==> src/rtl/serial_code_pkg.sv <==
// Shared definitions for the serial code link: state encoding, widths and frame length.
// Reused by the transmitter, the receive-side FSM and the benches.
package serial_code_pkg;

  localparam int CODE_W = 3;
  localparam int CNT_W  = 4;
  localparam int IDX_W  = 2;

  // Start bit + three data bits + stop bit; parity adds one more.
  localparam int FRAME_BITS_BASE = 5;

  typedef enum logic [2:0] {
    ST_IDLE   = 3'd0,
    ST_START  = 3'd1,
    ST_DATA   = 3'd2,
    ST_PARITY = 3'd3,
    ST_STOP   = 3'd4
  } state_t;

  function automatic int frame_cycles(input int clks_per_bit, input int parity_en);
    return (FRAME_BITS_BASE + parity_en) * clks_per_bit;
  endfunction

endpackage

==> src/rtl/serial_code_baud.sv <==
// Bit-period counter: counts 0..CLKS_PER_BIT-1 while enabled and strobes bit_tick on the
// last cycle of each bit period. Held at zero while disabled so every frame starts aligned.
module serial_code_baud
  import serial_code_pkg::*;
#(
  parameter int CLKS_PER_BIT = 1
) (
  input  logic clk,
  input  logic rst,
  input  logic en,
  output logic bit_tick
);

  localparam logic [CNT_W-1:0] LAST = CNT_W'(CLKS_PER_BIT - 1);

  logic [CNT_W-1:0] cnt;

  // NOTE: sequential state is always written with non-blocking assignments so every
  // flop samples the pre-edge values, independent of process ordering.
  always_ff @(posedge clk) begin
    if (!rst) begin
      cnt <= '0;
    end else if (!en || cnt == LAST) begin
      cnt <= '0;
    end else begin
      cnt <= cnt + CNT_W'(1);
    end
  end

  assign bit_tick = en && (cnt == LAST);

endmodule

==> src/rtl/serial_code_tx.sv <==
// Serial code transmitter: frames a 3-bit code as start(1), MSB-first data, optional even
// parity, stop(0), with a valid/ready handshake that allows gapless back-to-back frames.
module serial_code_tx
  import serial_code_pkg::*;
#(
  parameter int CLKS_PER_BIT = 1,
  parameter int PARITY_EN    = 1
) (
  input  logic              clk,
  input  logic              rst,
  input  logic [CODE_W-1:0] data,
  input  logic              valid,
  output logic              ready,
  output logic              sout,
  output logic              busy,
  output logic              done
);

  state_t            state, state_d;
  logic [IDX_W-1:0]  idx, idx_d;
  logic [CODE_W-1:0] shreg, shreg_d;
  logic              par, par_d;
  logic              sout_d;
  logic              out_en;
  logic              bit_tick;
  logic              stop_last;
  logic              transfer;

  serial_code_baud #(.CLKS_PER_BIT(CLKS_PER_BIT)) u_baud (
    .clk      (clk),
    .rst      (rst),
    .en       (busy),
    .bit_tick (bit_tick)
  );

  assign busy      = (state != ST_IDLE);
  assign stop_last = (state == ST_STOP) && bit_tick;
  assign done      = stop_last;
  // out_en keeps ready low during reset and for the cycle the reset edge lands in.
  assign ready     = out_en && ((state == ST_IDLE) || stop_last);
  assign transfer  = valid && ready;

  // NOTE: every variable assigned here gets a default first, so no path leaves it
  // unassigned and no latch is inferred.
  always_comb begin
    state_d = state;
    idx_d   = idx;
    shreg_d = shreg;
    par_d   = par;
    if (transfer) begin
      state_d = ST_START;
      shreg_d = data;
      par_d   = ^data;
      idx_d   = '0;
    end else begin
      case (state)
        ST_START:  if (bit_tick) state_d = ST_DATA;
        ST_DATA: begin
          if (bit_tick) begin
            shreg_d = {shreg[CODE_W-2:0], 1'b0};
            if (idx == IDX_W'(CODE_W - 1)) begin
              idx_d   = '0;
              state_d = (PARITY_EN != 0) ? ST_PARITY : ST_STOP;
            end else begin
              idx_d = idx + IDX_W'(1);
            end
          end
        end
        ST_PARITY: if (bit_tick) state_d = ST_STOP;
        ST_STOP:   if (bit_tick) state_d = ST_IDLE;
        default:   state_d = ST_IDLE;
      endcase
    end

    // sout is registered: derive the line level from the state being entered.
    case (state_d)
      ST_START:  sout_d = 1'b1;
      ST_DATA:   sout_d = shreg_d[CODE_W-1];
      ST_PARITY: sout_d = par_d;
      default:   sout_d = 1'b0;
    endcase
  end

  always_ff @(posedge clk) begin
    if (!rst) begin
      state  <= ST_IDLE;
      idx    <= '0;
      shreg  <= '0;
      par    <= 1'b0;
      sout   <= 1'b0;
      out_en <= 1'b0;
    end else begin
      state  <= state_d;
      idx    <= idx_d;
      shreg  <= shreg_d;
      par    <= par_d;
      sout   <= sout_d;
      out_en <= 1'b1;
    end
  end

endmodule
==> config.mk <==
export PLATFORM = sky130hd
export DESIGN_NAME = serial_code_tx
export DESIGN_NICKNAME = d
export VERILOG_FILES = /design/src/rtl/serial_code_pkg.sv /design/src/rtl/serial_code_baud.sv /design/src/rtl/serial_code_tx.sv
export SDC_FILE = /design/constraint.sdc
export NUM_CORES = 1
export LEC_CHECK = 0
export BUFFER_PORTS_ARGS = -buffer_cell sky130_fd_sc_hd__buf_2
export CORE_UTILIZATION = 35
export CTS_CLUSTER_DIAMETER = 150
export CTS_CLUSTER_SIZE = 30
export DETAILED_ROUTE_END_ITERATION = 12
export PLACE_DENSITY_LB_ADDON = 0.05
export SLEW_MARGIN = 20
export SYNTH_ARGS = -nofsm -noshare
export SYNTH_HDL_FRONTEND = slang
export SYNTH_SLANG_ARGS = --single-unit
==> constraint.sdc <==
create_clock -name clk -period 2.9 [get_ports clk]
set_clock_uncertainty 0.1 [all_clocks]
set_input_delay 0.29 -clock clk [delete_from_list [all_inputs] [get_ports clk]]
set_output_delay 0.29 -clock clk [all_outputs]
set_load 0.01 [all_outputs]
==> results, run 1 <==
- The flow ran to the end, and the final reports show no timing, DRC or antenna violations.
- The category of the worst setup path capture point is an output pin.
- The global placer's final weighted congestion is 0.8142.
- The timing-limited maximum frequency is 459.3 MHz.
- In this run the clock root is driven by a clkbuf_4.
- The sum of negative setup slack is 0 ns.
- The repair_antennas step left the layout with diodes totalling 0.
- Row generation in the floorplan step produced 16 rows.
- The power per cell area is 445.3 nW/um^2.
- The clock passes through at most 2 buffers.
- The placeable core area is 2022 sq um.
- The worst slack after detailed placement is 1.032 ns.
- The post-CTS setup-driven buffer insertion count is 0.
- The number of nets in the final layout is 102.
- The synthesized design spends more area on one cell type than any other, namely dfxtp_1.
- The leakage power is 0.3466 nW.
- The count of nets left with antenna violations once routing finished came out at 0.
- The number of buffers created by CTS is 3.
- Together, buffers and inverters on the worst path number 2.
- At the later pin of the worst-skew pair, clock insertion delay measures 0.28 ns.
- Ranked by total cell area, the synthesized netlist is headed by dfxtp_1 (39%), mux2i_1 (3.9%), nor2_1 (3.9%).
- The starting density of the core is 38.30%.
- The initial antenna violation count came to 0.
- The element type at the critical path start is a flop.
- The number of nets in the synthesized netlist is 90.
- Entering global routing, the biggest net connects 11 pins.
- The data arrival time of the worst path is 1.79 ns.
- The reg-to-reg critical path startpoint is u_baud.cnt[0].
- The placed standard-cell area is 834.6 sq um.
- The die covers 2405 sq um.
- The number of max-slew violations in the final report was 0.
- The floorplan step set the die height to 49.04 um.
- The worst-case vdd ir drop is 0.2376 mV.
- The cell total after placement is 116.
- The average vias per placed instance is 5.000.
- The half-perimeter wire length after placement is 1127 um.
- The final number of hold-violating endpoints is 0.
- The headroom to the max-slew limit is 67.76%.
- The die is 49.04 um wide.
- The remaining design rule violation count is 0.
- The instance count of the mapped netlist is 82.
- In this design, the stage delay of the slowest critical-path cell is 0.48 ns.
- Of all nets on the critical path, the largest fanout is 6.
- Tracing the worst setup path back leads to its startpoint at u_baud.cnt[0].
- The aggregate global routing overflow is 0.
- Setup violations remaining at the end of the flow were counted as 0.
- The Yosys step of the flow raised 0 warnings.
- Global routing used 15.12% of the available tracks.
- The wire length of the first global-routing pass is 2780 um.
- The routed layout has 600 vias.
- Total power for the finished layout comes to 0.0003833 W.
- From synthesis to final layout, the design area changed by 11.15%.
- The clock-pin slew reported for the worst setup and hold paths after clock tree synthesis is 0.09 ns.
- STA puts the critical path data required time at 2.51 ns.
- The number of gates resized after cts is 0.
- The standard cell with the maximum stage delay on the critical path is or3b_1.
- The critical setup path kind is flop to output pin.
- The starting DRC count in detailed routing is 4.
- The boundary pin count is 10.
- The total number of clock tree sinks is 15.
- Once routing completed, OpenROAD measured the worst setup slack at 0.7228 ns.
- Of the post-synthesis cell area, the dominant cell type holds 38.77%.
- The worst hold-check path type is input port to flop.
- The number of hold buffers added after CTS was 0.
- At the pin with the least slew margin, the transition time is 0.4804 ns.
- The routed wire length is 1488 um.
- The startpoint of the tightest hold check path is rst.
- The number of distinct library cells after synthesis is 33.
- The signal on the critical path passes through inv_1 -> ha_1 -> or3b_1 -> nand2_1 -> and3_1 -> buf_2.
- The post-synthesis cell area is 774.5 sq um.
- The number of port buffers is 9.
- The first detailed-routing pass took 4 iterations.
- The number of synthesized register bits is 15.
- Fill cells in the final layout number 209.
- The H-tree depth reported by CTS is 1.
- The number of global-route vias before repair is 603.
- The critical path's top delay family is simple AND/OR/NAND/NOR gates.
- In the final routed layout, each cell accounts on average for 12.40 um.
- The post-route cell area is 860.8 sq um.
- The minimum period implied by the final worst setup slack is 2.177 ns.
- After synthesis, the mean cell area works out to 9.445 sq um.
- After the flow finishes, the layout carries non-filler instances totaling 120.
- Setup repair after global routing left no endpoint under its margin.
- In the finished design, the share of the clock period the worst path needs comes to 75.08%.
- TritonCTS built the clock tree.
- Across the run, the number of max-cap violations was 0.
- For this run, the register share of the synthesized area comes to 38.77%.
- The ratio of cells with drive above 1 in the final layout is 22.58%.
per-stage QoR:
stage,utilization (%),hold slack (ns)
floorplan,-,0.2177
global placement,41.27,0.3484
detailed placement,41.27,0.3520
CTS,42.57,0.1256
global route,42.57,0.1158
finish,42.57,0.1300
power breakdown:
| part | switching, W | internal (W) | leakage, nW |
|---|---|---|---|
| Combinational | 0.0000234 | 0.0000212 | 0.209 |
| Sequential | 0.00000673 | 0.000214 | 0.122 |
| Clock | 0.0000650 | 0.0000533 | 0.0150 |
| Total | 0.0000951 | 0.000288 | 0.347 |
path summary, 6_finish.rpt:
kind / end / slack, ns / cells after the start
worst max-delay path: ready / 0.72 / 6
worst min-delay path: out_en / 0.13 / 1
worst max register to register: sout / 1.06 / 6
worst min register to register: u_baud.cnt[0] / 0.37 / 1
metal layers:
layer / track usage, % / up-vias / wire, um
met3: 2.804 / 4 / 33
met5: 0 / - / 0
li1: - / 309 / -
met4: 7.353 / 0 / 25
met2: 22.22 / 10 / 640
met1: 21.07 / 277 / 788
sequential cells by signal, indices dropped and copies added, names as in the netlist:
register and flops:
u_baud.cnt 4, shreg 3, state 3, idx 2, out_en 1, par 1, sout 1
logic make-up (layout without fill, tap and decap cells):
kind of cell	count (synthesis)	count (layout)	synth area share, %
buffers and inverters	7	18	4.847
multiplexers	4	4	5.331
XOR/XNOR	5	5	5.655
AND/OR/NAND/NOR	36	36	30.70
adder cells (fa/ha/maj)	2	2	3.231
flip-flops	15	15	38.77
AO/OA/AOI/OAI	13	13	11.47
layout by cell type, fill, tap and decap left out:
| cell type | instances |
|---|---|
| buf_2 | 9 |
| o31ai_1 | 1 |
| xor2_1 | 2 |
| mux2_2 | 1 |
| nor2b_1 | 2 |
| nand2_1 | 4 |
| or3b_2 | 1 |
| nand3_1 | 5 |
| o21ai_0 | 2 |
| a21oi_1 | 5 |
| o21ai_1 | 1 |
| inv_1 | 5 |
| mux2i_1 | 3 |
| ha_1 | 2 |
| nor2_1 | 8 |
| nand3b_1 | 1 |
| dfxtp_1 | 15 |
| a21boi_0 | 1 |
| xnor2_1 | 3 |
| nor3_1 | 1 |
| and3_1 | 3 |
| nor4_1 | 1 |
| nor3b_4 | 1 |
| nand4_1 | 1 |
| clkbuf_4 | 3 |
| nand2b_1 | 1 |
| and2b_2 | 1 |
| and4bb_2 | 2 |
| a32oi_2 | 1 |
| o311ai_1 | 1 |
| a31o_2 | 1 |
| nand3_4 | 1 |
| or3b_1 | 3 |
| clkbuf_1 | 1 |
Yosys cell counts:
master	count
a21boi_0	1
a21oi_1	5
a31o_2	1
a32oi_2	1
and2b_2	1
and3_1	3
and4bb_2	2
buf_4	1
buf_6	1
dfxtp_1	15
ha_1	2
inv_1	5
mux2_2	1
mux2i_1	3
nand2_1	4
nand2b_1	1
nand3_1	5
nand3_4	1
nand3b_1	1
nand4_1	1
nor2_1	8
nor2b_1	2
nor3_1	1
nor3b_4	1
nor4_1	1
o21ai_0	2
o21ai_1	1
o311ai_1	1
o31ai_1	1
or3b_1	3
or3b_2	1
xnor2_1	3
xor2_1	2
cell type report:
type / instances / area (sq um) / share of cell area [%]
Tap cell: 27 / 33.78 / 3.924
Sequential cell: 15 / 300.3 / 34.88
Inverter: 5 / 18.77 / 2.180
Multi-Input combinational cell: 60 / 436.7 / 50.73
Clock buffer: 4 / 26.28 / 3.052
Timing Repair Buffer: 9 / 45.04 / 5.233
Note: power is estimated with default switching activity, not from simulation.
==> run 2: changes to the inputs <==
Clock period 2.9 ns to 1.89 ns, I/O delays scaled along.
==> results, run 2 (synthesized netlist as in run 1, its figures left out) <==
- The run finished with clean final reports.
- The tightest min-delay check is of the input port to flop type.
- The post-route netlist has 34.02% of its cells at a drive strength greater than 1.
- The reported net switching power is 0.0001540 W.
- 10 I/O pins were placed.
- Cell internal power was estimated by the tool at 0.0004478 W.
- The share of total power dissipated in sequential elements is 56.1%.
- For the worst setup path, the data required time is 1.60 ns.
- Headroom to the max-slew limit came out at 77.16%.
- The leakage power is 0.3671 nW.
- Setup repair after global routing could not meet its margin everywhere.
- The category of the worst setup path capture point is an output pin.
- For the worst flop-to-flop path, the logic depth is 7.
- The critical setup path kind is flop to output pin.
- In the finished design, the share of the clock period the worst path needs comes to 97.31%.
- The overall power consumption is 0.0006018 W.
- The worst register-to-register path has a setup slack of 0.12 ns.
- The number of port buffers is 9.
- The routed wire length is 1589 um.
- The busiest layer in global routing is met2.
- In this run switching power makes up 25.59% of total power.
- The floorplan die area is 2405 sq um.
- The total number of clock tree sinks is 15.
- The most frequent standard cell in the layout excluding fill and tap cells is dfxtp_1.
- The starting density of the core is 38.30%.
- The actual slew at the worst max-slew pin is 0.3414 ns.
- The routing usage on met3 is 1.869%.
- The clock passes through at most 2 buffers.
- The non-filler instance count after layout is 124.
- Setup violations remaining at the end of the flow were counted as 0.
- The top cell types in the final layout, fill and taps aside, are dfxtp_1 (13), nor2_1 (8), buf_2 (8).
- The number of buffers created by CTS is 3.
- The placeable core area is 2022 sq um.
- The flip-flop count of the largest register, all copies and words added is 4.
- The cell total after placement is 119.
- For hold timing, the worst endpoint is out_en.
- The row count is 16.
- The number of max-slew violations in the final report is 0.
- The clock network accounts for 31.3% of the total power.
- The die boundary height is 49.04 um.
- The master cell of the clock root buffer is clkbuf_4.
- The number of global-route vias before repair is 647.
- Clock latency on the worst-skew pair, taken at its later pin, is 0.29 ns.
- Along the worst path, the maximum fanout reaches 3.
- For this run, global-route usage on met2 was measured as 23.15%.
- The number of inserted filler cells in the final layout is 203.
- In the routed layout, each cell is associated on average with a via count of 5.040.
- Max-cap violations in this run came to 0.
- The initial antenna violation count is 0.
- Compared with the post-synthesis result, the final layout area differs by 19.06%.
- The first global-routing pass estimated 2787 um of wire.
- The maximum number of pins on one net before global-route repair is 11.
- The H-tree depth reported by CTS is 1.
- The power per cell area is 652.6 nW/um^2.
- The final route contains 625 vias.
- The clock-pin slew reported for the worst setup and hold paths after clock tree synthesis is 0.09 ns.
- The startpoint identified for the worst register-to-register timing path is u_baud.cnt[1].
- The data arrival time of the worst path is 1.55 ns.
- Combinational logic is responsible for 12.5% of the overall power.
- The aggregate global routing overflow is 0.
- The number of nets in the final layout is 106.
- TritonCTS built the clock tree.
- The largest registers in the layout are u_baud.cnt x4, shreg x3, state x3.
- Setup total negative slack on the finished layout was measured at 0 ns.
- Detailed placement ended at an HPWL of 1129 um.
- The worst flop-to-flop path endpoint is sout.
- The total routing resource utilization after global routing is 15.51%.
- The register with the most flip-flops in the final layout is u_baud.cnt.
- The remaining design rule violation count is 0.
- The number of nets with antenna violations after detailed routing is 0.
- The worst-case vdd ir drop is 0.4124 mV.
- The routed design could run at a clock period as short as 1.839 ns.
- The wire length per cell after detailed routing is 12.81 um.
- Counting instances, the worst hold path has a depth of 1.
- The fraction of met1 tracks used by global routing is 20.46%.
- The element type at the critical path start is a flop.
- The final number of hold-violating endpoints is 0.
- The first TritonRoute pass finished after 4 iterations.
- The startpoint of the tightest hold check path is rst.
- The overall die width is 49.04 um.
- 0 antenna diodes ended up in the layout.
- The global placer's final weighted congestion is 0.8485.
- For this block, the initial DRC count from the detailed router was 9.
- The timing-limited maximum frequency is 543.7 MHz.
==> run 2: power by group through the flow <==
stage,clock network [W],logic (W),registers (W)
floorplan,0,0.0000509,0.000341
global placement,0,0.0000705,0.000346
detailed placement,0,0.0000703,0.000345
CTS,0.000194,0.0000708,0.000338
global route,0.000205,0.0000853,0.000340
finish,0.000188,0.0000754,0.000338
==> run 2: per-layer routing <==
metal / wire length [um] / part of all wire, %
met5: 0 / 0
met4: 48 / 3.0
met3: 43 / 2.7
met2: 687 / 43
met1: 810 / 51
==> run 2: metrics by stage <==
| stage | util (%) | hold WS (ns) | instance area, sq um | setup WS, ns |
|---|---|---|---|---|
| 2_1_floorplan | - | 0.1167 | 774.5 | 0.2170 |
| 3_3_place_gp | 42.39 | 0.3319 | 857.1 | 0.1443 |
| 3_5_place_dp | 42.39 | 0.3327 | 857.1 | 0.1265 |
| 4_1_cts | 44.25 | 0.02529 | 894.6 | 0.003508 |
| 5_1_grt | 45.61 | 0.02911 | 922.1 | -0.01953 |
| 6_report | 45.61 | 0.03079 | 922.1 | 0.05087 |
==> run 2: worst max-delay path, stage by stage (launching register included) <==
cell     delay (ns)
dfxtp_2        0.34
inv_2          0.06
ha_4           0.13
or3b_4         0.38
nand2_2        0.08
and3_4         0.17
buf_6          0.09
==> run 2: what timing repair did <==
item | CTS | global route
gates cloned | 0 | 0
setup endpoints to repair | 1 | 3
gates resized for setup | 2 | 8
pin swaps | 0 | 2
buffers inserted | 1 | 0
hold buffers | 0 | 0
==> run 2: worst max-delay path by stage <==
stage,from,endpoint,slack (ns)
after CTS,u_baud.cnt[0],ready,0.004
after floorplan,u_baud.cnt[0],sout,0.22
after global placement,u_baud.cnt[0],sout,0.14
after global routing,u_baud.cnt[1],ready,-0.02
after detailed placement,u_baud.cnt[0],sout,0.13
final,u_baud.cnt[1],ready,0.05
==> run 2: cell type report <==
class | count | area [sq um] | share of cell area, %
well taps | 27 | 33.78 | 3.664
multi-input cells | 60 | 459.2 | 49.80
clock buffers | 4 | 26.28 | 2.849
inverters | 5 | 18.77 | 2.035
repair buffers | 13 | 81.33 | 8.820
flip-flops and latches | 15 | 302.8 | 32.84
